**src/rtl/result_packer_if.sv**
```systemverilog
// result_packer_if: controller/adder-facing capture, consume and status signals of the result packer.
interface result_packer_if #(
  parameter int DATA_W        = 32,
  parameter int MEM_WORD_SIZE = 64,
  parameter int CNT_W         = 16
);
  logic                     buffer_write;
  logic                     buffer_control;
  logic [DATA_W-1:0]        sum_i;
  logic                     carry_i;
  logic                     write;
  logic                     clear_i;
  logic [MEM_WORD_SIZE-1:0] buff_result;
  logic                     word_ready;
  logic [1:0]               half_valid;
  logic [1:0]               carry_flags;
  logic [CNT_W-1:0]         overflow_cnt;
  logic [CNT_W-1:0]         words_packed;
  logic                     overwrite_err;
  logic                     underflow_err;
  modport master (
    output buffer_write, buffer_control, sum_i, carry_i, write, clear_i,
    input  buff_result, word_ready, half_valid, carry_flags, overflow_cnt, words_packed,
           overwrite_err, underflow_err
  );
  modport slave (
    input  buffer_write, buffer_control, sum_i, carry_i, write, clear_i,
    output buff_result, word_ready, half_valid, carry_flags, overflow_cnt, words_packed,
           overwrite_err, underflow_err
  );
endinterface

```
**src/rtl/result_packer.sv**
```systemverilog
// result_packer: packs two 32-bit adder sums into one 64-bit SRAM word with
// half-validity tracking, carry capture, statistics and sticky protocol errors.
module result_packer #(
  parameter int DATA_W        = 32,
  parameter int MEM_WORD_SIZE = 64,
  parameter int CNT_W         = 16
) (
  input logic           clk_i,
  input logic           rst_ni,
  result_packer_if.slave bus
);
  typedef enum logic [1:0] {EMPTY = 2'b00, LOW = 2'b01, HIGH = 2'b10, FULL = 2'b11} state_t;
  state_t             state, state_nxt;
  logic [DATA_W-1:0]  upper_q, lower_q;
  logic [1:0]         carry_q;
  logic [CNT_W-1:0]   ovf_q, words_q;
  logic               ovw_q, und_q;
  logic               cap, con;
  logic [1:0]         sel_bit;
  assign cap     = ~bus.buffer_write;
  assign con     = ~bus.write;
  assign sel_bit = bus.buffer_control ? 2'b10 : 2'b01;
  // A consume empties the word before a same-cycle capture lands in it.
  always_comb state_nxt = con ? (cap ? state_t'(sel_bit) : EMPTY)
                              : (cap ? state_t'(state | sel_bit) : state);
  always_ff @(posedge clk_i or negedge rst_ni) begin
    if (!rst_ni) begin
      state   <= EMPTY;
      upper_q <= '0;
      lower_q <= '0;
      carry_q <= '0;
      ovf_q   <= '0;
      words_q <= '0;
      ovw_q   <= 1'b0;
      und_q   <= 1'b0;
    end else if (bus.clear_i) begin
      state   <= EMPTY;
      upper_q <= '0;
      lower_q <= '0;
      carry_q <= '0;
      ovf_q   <= '0;
      words_q <= '0;
      ovw_q   <= 1'b0;
      und_q   <= 1'b0;
    end else begin
      state <= state_nxt;
      if (cap && bus.buffer_control) begin
        upper_q    <= bus.sum_i;
        carry_q[1] <= bus.carry_i;
      end
      if (cap && !bus.buffer_control) begin
        lower_q    <= bus.sum_i;
        carry_q[0] <= bus.carry_i;
      end
      if (cap && bus.carry_i && !(&ovf_q)) ovf_q <= ovf_q + CNT_W'(1);
      if (con && state == FULL) words_q <= words_q + CNT_W'(1);
      if (con && state != FULL) und_q <= 1'b1;
      if (cap && !con && |(state & sel_bit)) ovw_q <= 1'b1;
    end
  end
  assign bus.buff_result   = {upper_q, lower_q};
  assign bus.half_valid    = state;
  assign bus.word_ready    = state == FULL;
  assign bus.carry_flags   = carry_q;
  assign bus.overflow_cnt  = ovf_q;
  assign bus.words_packed  = words_q;
  assign bus.overwrite_err = ovw_q;
  assign bus.underflow_err = und_q;
endmodule
```
**src/flat_wrapper.sv**
```systemverilog
// flat-port wrapper written by rule: the top's interface ports become plain ports
module result_packer_flat 
#(
  parameter int DATA_W        = 32,
  parameter int MEM_WORD_SIZE = 64,
  parameter int CNT_W         = 16
)
  (clk_i, rst_ni, bus_buffer_write, bus_buffer_control, bus_sum_i, bus_carry_i, bus_write, bus_clear_i, bus_buff_result, bus_word_ready, bus_half_valid, bus_carry_flags, bus_overflow_cnt, bus_words_packed, bus_overwrite_err, bus_underflow_err);
  result_packer_if #(.DATA_W(DATA_W), .MEM_WORD_SIZE(MEM_WORD_SIZE), .CNT_W(CNT_W)) bus_i ();
  input logic clk_i;
  input logic rst_ni;
  input wire logic [$bits(bus_i.buffer_write)-1:0] bus_buffer_write;
  input wire logic [$bits(bus_i.buffer_control)-1:0] bus_buffer_control;
  input wire logic [$bits(bus_i.sum_i)-1:0] bus_sum_i;
  input wire logic [$bits(bus_i.carry_i)-1:0] bus_carry_i;
  input wire logic [$bits(bus_i.write)-1:0] bus_write;
  input wire logic [$bits(bus_i.clear_i)-1:0] bus_clear_i;
  output wire logic [$bits(bus_i.buff_result)-1:0] bus_buff_result;
  output wire logic [$bits(bus_i.word_ready)-1:0] bus_word_ready;
  output wire logic [$bits(bus_i.half_valid)-1:0] bus_half_valid;
  output wire logic [$bits(bus_i.carry_flags)-1:0] bus_carry_flags;
  output wire logic [$bits(bus_i.overflow_cnt)-1:0] bus_overflow_cnt;
  output wire logic [$bits(bus_i.words_packed)-1:0] bus_words_packed;
  output wire logic [$bits(bus_i.overwrite_err)-1:0] bus_overwrite_err;
  output wire logic [$bits(bus_i.underflow_err)-1:0] bus_underflow_err;
  assign bus_i.buffer_write = bus_buffer_write;
  assign bus_i.buffer_control = bus_buffer_control;
  assign bus_i.sum_i = bus_sum_i;
  assign bus_i.carry_i = bus_carry_i;
  assign bus_i.write = bus_write;
  assign bus_i.clear_i = bus_clear_i;
  assign bus_buff_result = bus_i.buff_result;
  assign bus_word_ready = bus_i.word_ready;
  assign bus_half_valid = bus_i.half_valid;
  assign bus_carry_flags = bus_i.carry_flags;
  assign bus_overflow_cnt = bus_i.overflow_cnt;
  assign bus_words_packed = bus_i.words_packed;
  assign bus_overwrite_err = bus_i.overwrite_err;
  assign bus_underflow_err = bus_i.underflow_err;
  result_packer #(.DATA_W(DATA_W), .MEM_WORD_SIZE(MEM_WORD_SIZE), .CNT_W(CNT_W)) u_core (.clk_i(clk_i), .rst_ni(rst_ni), .bus(bus_i));
endmodule
```
**config.mk**
```make
export PLATFORM = sky130hd
export DESIGN_NAME = result_packer_flat
export DESIGN_NICKNAME = d
export VERILOG_FILES = /design/src/rtl/result_packer_if.sv /design/src/rtl/result_packer.sv /design/src/flat_wrapper.sv
export SDC_FILE = /design/constraint.sdc
export NUM_CORES = 1
export LEC_CHECK = 0
export ABC_AREA = 1
export BUFFER_PORTS_ARGS = -buffer_cell sky130_fd_sc_hd__buf_2
export CORE_MARGIN = 2
export CORE_UTILIZATION = 45
export DETAILED_ROUTE_END_ITERATION = 12
export GPL_TIMING_DRIVEN = 0
export PLACE_DENSITY = 0.76
export REMOVE_ABC_BUFFERS = 1
export SYNTH_ARGS = -nofsm -noshare
export SYNTH_HDL_FRONTEND = slang
export SYNTH_SLANG_ARGS = --single-unit
```
**constraint.sdc**
```tcl
create_clock -name clk_i -period 3.5 [get_ports clk_i]
set_clock_uncertainty 0.15 [all_clocks]
set_input_delay 0.7 -clock clk_i [delete_from_list [all_inputs] [get_ports clk_i]]
set_output_delay 0.7 -clock clk_i [all_outputs]
set_load 0.02 [all_outputs]
```
==> metrics.yaml <==
status: "finished, final reports clean"
yosys_warnings: 0
worstSetupPathType: "input pin to flip-flop"
synthCells: 500
grt_use_total: 0.196
intPower_mw: 1.67
synth-simple-area-share: 0.187
arrival_ps: 2920
wl_per_cell_um: 14.1
clockBufferDepth: 2
hold_path_class: "input pin to async pin"
die_w_um: 107
min_period_ps: 2830
portBuffers: 141
gr-usage-met1: 0.230
async_flop_share: 1.00
io_pins: 142
drc: 0
synth_top_family_by_area: "simple AND/OR/NAND/NOR gates"
synth_cell_types: 27
slowest_delay_ps: 650
postCtsSetupBuffers: 0
start_util: 0.462
rsz0062_at_grt: "false"
synth-compound-area-share: 0.0367
grt_pass1_wl_mm: 18.0
cts_root_buffer: "clkbuf_8"
finalSetupViolCount: 0
p_clk_frac: 0.279
final_area_um2: 5820
syn-cell-area_um2: 4770
fin_crit_sh: 0.808
grt.busiest_layer: "met2"
power_switching_mw: 0.689
synthXorXnorAreaFrac: 0.0110
worstMarginPinSlew_ps: 861
power_switching_share: 0.292
start_kind: "input pin"
endpoint_kind: "flip-flop"
cts_tree: "built"
hpwlAfterDp_mm: 7.89
dr.pass1.iters: 4
use_met2: 0.337
clock_latency_ps: 350
synth-adder-area-share: 0.00525
worstPathRequired_ps: 3590
core_area_um2: 10300
die-area_um2: 11400
timing.fmax_ghz: 0.353
tritoncts.num_buffers: 9
fillCellCount: 915
seq_area_frac_synth: 0.535
areaGrowthSynthToFinish_pct: 22.0
cellPowerDensity_nw_per_um2: 405
vias_per_cell: 4.98
ir_drop_mv: 0.285
synthMuxAreaShare: 0.156
cts_max_level: 3
synth_seq_cells: 102
combPwrFrac: 0.171
layout_common_cells: "140 x buf_2, 102 x dfrtp_1, 82 x nand2_1"
avgSynthCellArea_um2: 9.54
synth_edf_count: 0
cts_sinks: 102
postCtsResizedCells: 0
hold_violations: 0
crit_fanout: 41
finalCoreUtilization: 0.563
final_nets: 679
final_antenna_net_count: 0
drive_gt1_frac: 0.367
dr.first_iter.drc_count: 146
final_common_cell: "buf_2"
slowest_stage: "buf_2"
drv_slew: 0
use_met3: 0.0669
num_rows: 37
die_h_um: 107
grt_pass1_vias: 3981
setup_tns_ps: 0
wirelength_mm: 11.0
clk_pin_slew_ps: 90
placed_area_um2: 5650
max_slew_margin: 0.426
place.gp.congestion: 0.822
crit_chain: "buf_2 > inv_2 > nand2_2 > nand2_1 > nor2_1 > nand3_1 > nand2_1 > nor2_1"
dominantRegCellSynth: "dfrtp_1"
hold_buffers: 0
antenna_found_initial: 1
grt_start_max_net_pins: 54
p_seq_frac: 0.550
leakagePower_nw: 3.22
max_cap_viol_count: 0
via_count: 3887
gr-total-overflow: 0
==> per-stage QoR <==
stage                     total power, mW  setup WS [ps]  cells  hold WS (ps)
final                                2.36            671    780           221
after CTS                            2.39            690    779           235
after global placement               1.70           14.5    760           326
after detailed placement             1.73            300    763           339
after global routing                 2.48            421    779           259
after floorplan                      1.54           1150    483           254
==> critical path: cells and delay by family <==
| family | cells | cell delay [ps] |
|---|---|---|
| simple gates | 6 | 1020 |
| buf+inv | 2 | 1160 |
==> power groups by stage <==
stage	logic, mW	registers [mW]	clock network (mW)
finish	0.403	1.30	0.659
CTS	0.410	1.30	0.688
global route	0.439	1.31	0.732
global placement	0.390	1.31	0
floorplan	0.133	1.41	0
detailed placement	0.409	1.32	0
==> cell type report <==
class | count | area, um2 | area share
flip-flops and latches | 102 | 2550 | 0.439
multi-input cells | 315 | 1900 | 0.327
repair buffers | 144 | 776 | 0.133
inverters | 66 | 248 | 0.0426
well taps | 136 | 170 | 0.0293
clock buffers | 11 | 131 | 0.0226
clock inverters | 5 | 35.0 | 0.00602
diodes | 1 | 2.50 | 0.000430
==> worst paths after layout <==
kind	start	to	slack, ps	cells past startpoint
max	bus_clear_i	u_core.bus.words_packed[13]	670	8
min	rst_ni	u_core.lower_q[17]	220	1
max reg2reg	u_core.bus.overflow_cnt[0]	u_core.bus.overflow_cnt[1]	1370	9
min reg2reg	u_core.bus.underflow_err	u_core.bus.underflow_err	360	2
max in group asynchronous	rst_ni	u_core.bus.words_packed[12]	2300	2
min in group clk_i	u_core.bus.underflow_err	u_core.bus.underflow_err	360	2
==> registers in the layout, indices dropped and copies added, names as in the netlist <==
| register | count |
|---|---|
| u_core.lower_q | 32 |
| u_core.bus.underflow_err | 1 |
| u_core.bus.overflow_cnt | 16 |
| u_core.bus.carry_flags | 2 |
| u_core.bus.overwrite_err | 1 |
| u_core.bus.words_packed | 16 |
| u_core.bus.half_valid | 2 |
| u_core.upper_q | 32 |
==> metal layers <==
metal | routed length (um) | share of wire
met1 | 4490 | 0.41
met2 | 5470 | 0.50
met3 | 900 | 0.082
met4 | 131 | 0.012
met5 | 0 | 0
==> cells in the mapped netlist (2+ instances only) <==
library cell,number,area share
dfrtp_1,102,0.54
nand2_1,82,0.065
nor2_1,71,0.056
mux2_2,66,0.16
inv_1,63,0.050
nand3_1,28,0.029
nand4_1,15,0.020
o21ai_0,14,0.015
a21oi_1,13,0.014
buf_2,8,0.0084
clkbuf_1,6,0.0047
xor2_1,5,0.0092
nor2_2,4,0.0052
nor3_1,4,0.0042
inv_2,3,0.0024
buf_1,2,0.0016
ha_1,2,0.0052
nand2_2,2,0.0026
o21ai_2,2,0.0037
==> cells by family (layout without fill, tap and decap cells) <==
logic type | Yosys count | after routing
xor gates and xnor gates | 6 | 6
DFF | 102 | 102
other | 0 | 1
muxes | 66 | 66
buffers and inverters | 83 | 226
AOI/OAI and AO/OA | 32 | 32
and+or+nand+nor | 209 | 209
adders and majority gates | 2 | 2
No activity file was read; power rests on OpenSTA's default activity.
